`config.mk`:
```
export PLATFORM = sky130hd
export DESIGN_NAME = hawk_tbl_wr_engine
export DESIGN_NICKNAME = d
export VERILOG_FILES = /design/src/rtl/hawk_tbl_wr_engine.sv
export SDC_FILE = /design/constraint.sdc
export NUM_CORES = 1
export LEC_CHECK = 0
export BUFFER_PORTS_ARGS = -buffer_cell sky130_fd_sc_hd__clkbuf_2
export CORE_AREA = 5 5 510 512
export DETAILED_ROUTE_END_ITERATION = 7
export DIE_AREA = 0 0 515 517
export PLACE_DENSITY_LB_ADDON = 0.08
export SYNTH_ARGS = -nofsm -noshare
export SYNTH_HDL_FRONTEND = slang
export SYNTH_SLANG_ARGS = --single-unit
```
`constraint.sdc`:
```
create_clock -name clk_i -period 2.1 [get_ports clk_i]
set_input_delay 0.21 -clock clk_i [delete_from_list [all_inputs] [get_ports clk_i]]
set_output_delay 0.21 -clock clk_i [all_outputs]
set_load 0.01 [all_outputs]
```
`src/rtl/hawk_tbl_wr_engine.sv`:
```
// HACD table write engine: FILL (repeated line over N lines) and strobed single-line WRITE
// on decoupled AXI AW/W channels, with bounded outstanding writes and B-response tracking.
module hawk_tbl_wr_engine #(
  parameter int unsigned ADDR_W          = 64,
  parameter int unsigned DATA_W          = 512,
  parameter int unsigned MAX_OUTSTANDING = 8,
  parameter int unsigned LEN_W           = 20,
  localparam int unsigned STRB_W         = DATA_W / 8,
  localparam int unsigned CNT_W          = $clog2(MAX_OUTSTANDING) + 1
) (
  input  logic              clk_i,
  input  logic              rst_ni,
  input  logic              cmd_valid_i,
  output logic              cmd_ready_o,
  input  logic              cmd_op_i,
  input  logic [ADDR_W-1:0] cmd_addr_i,
  input  logic [LEN_W-1:0]  cmd_len_i,
  input  logic [DATA_W-1:0] cmd_data_i,
  input  logic [STRB_W-1:0] cmd_strb_i,
  output logic              cmd_done_o,
  output logic              busy_o,
  output logic              err_o,
  input  logic              err_clr_i,
  output logic              awvalid_o,
  input  logic              awready_i,
  output logic [ADDR_W-1:0] awaddr_o,
  output logic              wvalid_o,
  input  logic              wready_i,
  output logic [DATA_W-1:0] wdata_o,
  output logic [STRB_W-1:0] wstrb_o,
  input  logic              bvalid_i,
  output logic              bready_o,
  input  logic [1:0]        bresp_i,
  output logic [CNT_W-1:0]  outstanding_o
);

  typedef enum logic [1:0] {
    ST_IDLE  = 2'd0,
    ST_ISSUE = 2'd1,
    ST_DRAIN = 2'd2
  } state_e;

  localparam logic [ADDR_W-1:0] ADDR_STRIDE = ADDR_W'(DATA_W / 8);
  localparam logic [CNT_W-1:0]  MAX_CNT     = CNT_W'(MAX_OUTSTANDING);

  state_e             state_q, state_d;
  logic [ADDR_W-1:0]  addr_q, addr_d;
  logic [DATA_W-1:0]  data_q, data_d;
  logic [STRB_W-1:0]  strb_q, strb_d;
  logic [LEN_W-1:0]   remaining_q, remaining_d;
  logic               awvalid_q, awvalid_d;
  logic               wvalid_q, wvalid_d;
  logic [CNT_W-1:0]   outstanding_q, outstanding_d;
  logic               err_q, err_d;
  logic               done_q, done_d;

  logic aw_hs_s, w_hs_s, beat_done_s, b_dec_s, err_new_s;

  // Next-state, beat sequencing, outstanding counter and sticky error.
  always_comb begin
    state_d       = state_q;
    addr_d        = addr_q;
    data_d        = data_q;
    strb_d        = strb_q;
    remaining_d   = remaining_q;
    outstanding_d = outstanding_q;
    done_d        = 1'b0;

    aw_hs_s     = awvalid_q & awready_i;
    w_hs_s      = wvalid_q & wready_i;
    awvalid_d   = awvalid_q & ~aw_hs_s;
    wvalid_d    = wvalid_q & ~w_hs_s;
    // A beat retires on the cycle its later handshake lands.
    beat_done_s = (awvalid_q | wvalid_q) & ~awvalid_d & ~wvalid_d;

    case (state_q)
      ST_IDLE: begin
        if (cmd_valid_i) begin
          addr_d      = cmd_addr_i;
          data_d      = cmd_data_i;
          strb_d      = cmd_op_i ? cmd_strb_i : {STRB_W{1'b1}};
          remaining_d = cmd_op_i ? LEN_W'(1) : cmd_len_i;
          if (!cmd_op_i && (cmd_len_i == LEN_W'(0))) begin
            state_d = ST_DRAIN;
          end else begin
            state_d = ST_ISSUE;
          end
        end else begin
          state_d = ST_IDLE;
        end
      end
      ST_ISSUE: begin
        if (beat_done_s) begin
          remaining_d = remaining_q - LEN_W'(1);
          addr_d      = addr_q + ADDR_STRIDE;
          if (remaining_q == LEN_W'(1)) begin
            state_d = ST_DRAIN;
          end else begin
            state_d = ST_ISSUE;
          end
        end else if (!awvalid_q && !wvalid_q && (remaining_q != LEN_W'(0))
                     && (outstanding_q < MAX_CNT)) begin
          awvalid_d = 1'b1;
          wvalid_d  = 1'b1;
        end else begin
          state_d = ST_ISSUE;
        end
      end
      ST_DRAIN: begin
        if (outstanding_q == CNT_W'(0)) begin
          done_d  = 1'b1;
          state_d = ST_IDLE;
        end else begin
          state_d = ST_DRAIN;
        end
      end
      default: begin
        state_d = ST_IDLE;
      end
    endcase

    b_dec_s = bvalid_i & (outstanding_q != CNT_W'(0));
    case ({aw_hs_s, b_dec_s})
      2'b10:   outstanding_d = outstanding_q + CNT_W'(1);
      2'b01:   outstanding_d = outstanding_q - CNT_W'(1);
      default: outstanding_d = outstanding_q;
    endcase

    // A stray B with nothing in flight is an error as well as a bad response.
    err_new_s = bvalid_i & ((bresp_i != 2'b00) | (outstanding_q == CNT_W'(0)));
    err_d     = err_new_s | (err_q & ~err_clr_i);
  end

  // State and datapath registers.
  always_ff @(posedge clk_i or negedge rst_ni) begin
    if (!rst_ni) begin
      state_q       <= ST_IDLE;
      addr_q        <= '0;
      data_q        <= '0;
      strb_q        <= '0;
      remaining_q   <= '0;
      awvalid_q     <= 1'b0;
      wvalid_q      <= 1'b0;
      outstanding_q <= '0;
      err_q         <= 1'b0;
      done_q        <= 1'b0;
    end else begin
      state_q       <= state_d;
      addr_q        <= addr_d;
      data_q        <= data_d;
      strb_q        <= strb_d;
      remaining_q   <= remaining_d;
      awvalid_q     <= awvalid_d;
      wvalid_q      <= wvalid_d;
      outstanding_q <= outstanding_d;
      err_q         <= err_d;
      done_q        <= done_d;
    end
  end

  assign cmd_ready_o   = (state_q == ST_IDLE);
  assign busy_o        = (state_q != ST_IDLE);
  assign cmd_done_o    = done_q;
  assign err_o         = err_q;
  assign awvalid_o     = awvalid_q;
  assign awaddr_o      = addr_q;
  assign wvalid_o      = wvalid_q;
  assign wdata_o       = data_q;
  assign wstrb_o       = strb_q;
  assign bready_o      = 1'b1;
  assign outstanding_o = outstanding_q;

endmodule

```
==> flow_metrics.py <==
metrics = {
    "layout": {
        "nNetsFinal": 6022,
        "regArea_um2": 16800,
        "final_common_cell": "nand2_1",
        "area_growth_pct": 83.4,
        "fill_cells": 28800,
        "layout_common_cells": "1755 x nand2_1, 1317 x clkbuf_2, 667 x dlygate4sd3_1",
        "layout-drive-gt1-share": 0.332,
        "multi_input_area_um2": 10100,
    },
    "yosys": {
        "ys_warn_count": 0,
        "syn_area_per_cell_um2": 8.64,
        "syn_inst": 3170,
        "async_flop_share": 1.00,
        "syn_area_um2": 27400,
        "seq_area_frac_synth": 0.612,
        "synthDistinctLibCells": 70,
        "ys.flop_type": "dfrtp_1",
        "synth_edf_count": 0,
        "synth_fp_nets": 3847,
        "ys_ff_latch": 670,
    },
    "global_route": {
        "overflow": 0,
        "grt_pass1_wl_mm": 251,
        "grtUsageTotal": 0.130,
        "antenna_found_initial": 77,
        "grt_pass1_vias": 32600,
        "grt_max_degree": 106,
    },
    "critical_path": {
        "cp_slowest_stage_delay_ps": 400,
        "arrival_ps": 2720,
        "path_cells": "and4_1 -> buf_4 -> and4_4 -> nand3_1 -> buf_4 -> or3_4 -> a21oi_2 -> a2bb2oi_1",
        "critPathMostFrequentCell": "buf_4",
        "crit_buf_inv": 2,
        "crit_family": "simple AND/OR/NAND/NOR gates",
        "critPathSlowestCell": "or3_4",
        "crit_type": "register to register",
        "crit_fanout": 4,
        "required_ps": 2730,
        "r2r_slack_ps": 9,
        "cp-start-kind": "register",
        "setup.worst_path.end_class": "register",
    },
    "die": {
        "core_um2": 255000,
        "die_y_um": 517,
        "io_pins": 1321,
        "dieArea_um2": 266000,
        "start_util": 0.107,
        "die_x_um": 515,
        "std_cell_rows": 186,
    },
    "timing": {
        "slew_headroom": 0.533,
        "slew_violations": 0,
        "fmax_ghz": 0.478,
        "whs_ps": 208,
        "finalSetupViolCount": 0,
        "tightestPinTransition_ps": 700,
        "final.min_clock_period_ps": 2090,
        "clock_skew_ps": 31.7,
        "hold_violations": 0,
        "final.period_utilization": 0.996,
        "rsz0062_at_grt": "true",
        "timing.final.ws_setup_ps": 9.04,
        "tns_ps": 0,
    },
    "hold_path": {
        "min_path_type": "input port to register",
    },
    "pwr": {
        "p_per_area_nw_per_um2": 1330,
        "cellLeakagePower_nw": 25.9,
        "peakVddDrop_uv": 697,
    },
    "routing": {
        "drc": 0,
        "routed_wirelength_mm": 182,
        "via_per_inst": 3.42,
        "wl_per_cell_um": 20.6,
        "ant_nets": 0,
        "first_pass_iters": 5,
        "drt_iter0_markers": 1273,
        "vias": 30200,
    },
    "clock_network": {
        "cts_tree": "done",
        "cts.sinks": 670,
        "insertion_delay_ps": 740,
        "numCtsBuffers": 98,
        "htree_levels": 3,
        "clockRootBuffer": "clkbuf_16",
        "clock_path_buffers": 3,
        "path_clk_slew_ps": 60,
    },
    "placement": {
        "pre_cts_slack_ps": -110,
        "io_buffers": 1319,
        "gp_congestion": 0.778,
        "post-dp-hpwl_mm": 145,
    },
    "outcome": {
        "status": "finished, final reports clean",
    },
    "job": {
        "drv_cap": 0,
    },
}
-- cell usage after synthesis, types with 4 or more instances --
master	number	area [um2]
xor2_1	4	35.0
and3_1	17	106
nand4_1	22	138
buf_1	10	37.5
inv_1	12	45.0
a2bb2oi_1	6	52.6
mux2i_1	4	40.0
a22oi_1	10	75.1
and4_1	8	70.1
a21oi_1	70	350
and2_1	7	43.8
a31oi_1	12	75.1
ha_1	7	87.6
nor3_1	29	145
nand2_1	1759	6600
buf_2	4	20.0
clkbuf_1	163	612
o21ai_0	131	656
nor2b_1	4	25.0
nor4_1	17	106
a32oi_1	4	35.0
nand3_1	37	185
or3_1	15	93.8
o211ai_1	5	37.5
dfrtp_1	670	16800
o22a_1	12	105
nor2_1	57	214
o22ai_1	11	68.8
-- area by class of cell --
class | instances | area share
timing repair buffer | 2256 | 0.315
multi-input combinational | 2307 | 0.201
sequential | 670 | 0.334
tap | 3384 | 0.0843
antenna | 32 | 0.00159
inverter | 12 | 0.000897
clock buffer | 156 | 0.0588
clock inverter | 14 | 0.00406
-- flip-flops by register name (all words and copies together), names as in the netlist --
signal,flops
wdata_o,512
awaddr_o,64
wstrb_o,64
remaining_q,20
outstanding_o,4
state_q,2
awvalid_o,1
cmd_done_o,1
err_o,1
wvalid_o,1
-- worst register-to-register path: cells and delay by family, from the launching register on --
family          cells  cell delay (ps)
compound gates      2              330
flops               1              390
buf+inv             2              320
simple gates        4              970
-- logic make-up after synthesis --
family	after synthesis	share of synthesized area
and+or+nand+nor	1996	0.290
other	1	0.000137
DFF	670	0.612
buffers and inverters	193	0.0272
adders and majority gates	7	0.00320
muxes	6	0.00228
AOI/OAI and AO/OA	292	0.0628
xor gates and xnor gates	5	0.00160
-- power breakdown --
part           total [mW]  leakage, nW  internal [mW]  switching (mW)
sequential           22.1         8.43           18.6            3.45
clock                16.7         1.54           9.82            6.85
combinational        28.2         15.9           10.7            17.5
total                66.9         25.9           39.1            27.8
-- stage by stage --
stage	instances	area (um2)	util	total power, mW
after floorplan	3170	27400	-	33.5
after global placement	7950	40000	0.157	50.1
after detailed placement	7950	40000	0.157	49.9
after CTS	8792	50000	0.196	68.8
after global routing	8823	50200	0.197	72.1
final	8831	50200	0.197	66.9
-- layer usage --
layer  vias to the layer above  routed length, um  GRT usage
li1                      14500                  -          -
met4                        42               6180     0.0456
met3                       275              13900     0.0425
met1                     14400              72900      0.151
met5                         -                249          0
met2                      1020              88500      0.226
-- worst paths after layout --
check / depth (start not counted) / from / to
worst max-delay path: 8 / awaddr_o[6] / awaddr_o[49]
worst min-delay path: 4 / cmd_data_i[480] / wdata_o[480]
worst max register to register: 8 / awaddr_o[6] / awaddr_o[49]
worst min register to register: 2 / wstrb_o[23] / wstrb_o[23]
max in group asynchronous: 4 / rst_ni / wdata_o[160]
min in group asynchronous: 3 / rst_ni / awaddr_o[19]
-- timing repair --
item,4_1_cts,5_1_grt
hold endpoints to repair,1115,0
resized for setup,17,28
buffers inserted,4,6
pin swaps,3,11
hold buffers,668,0
gates cloned,0,1
endpoints found under the setup margin,23,33
No activity file was read; power rests on OpenSTA's default activity.
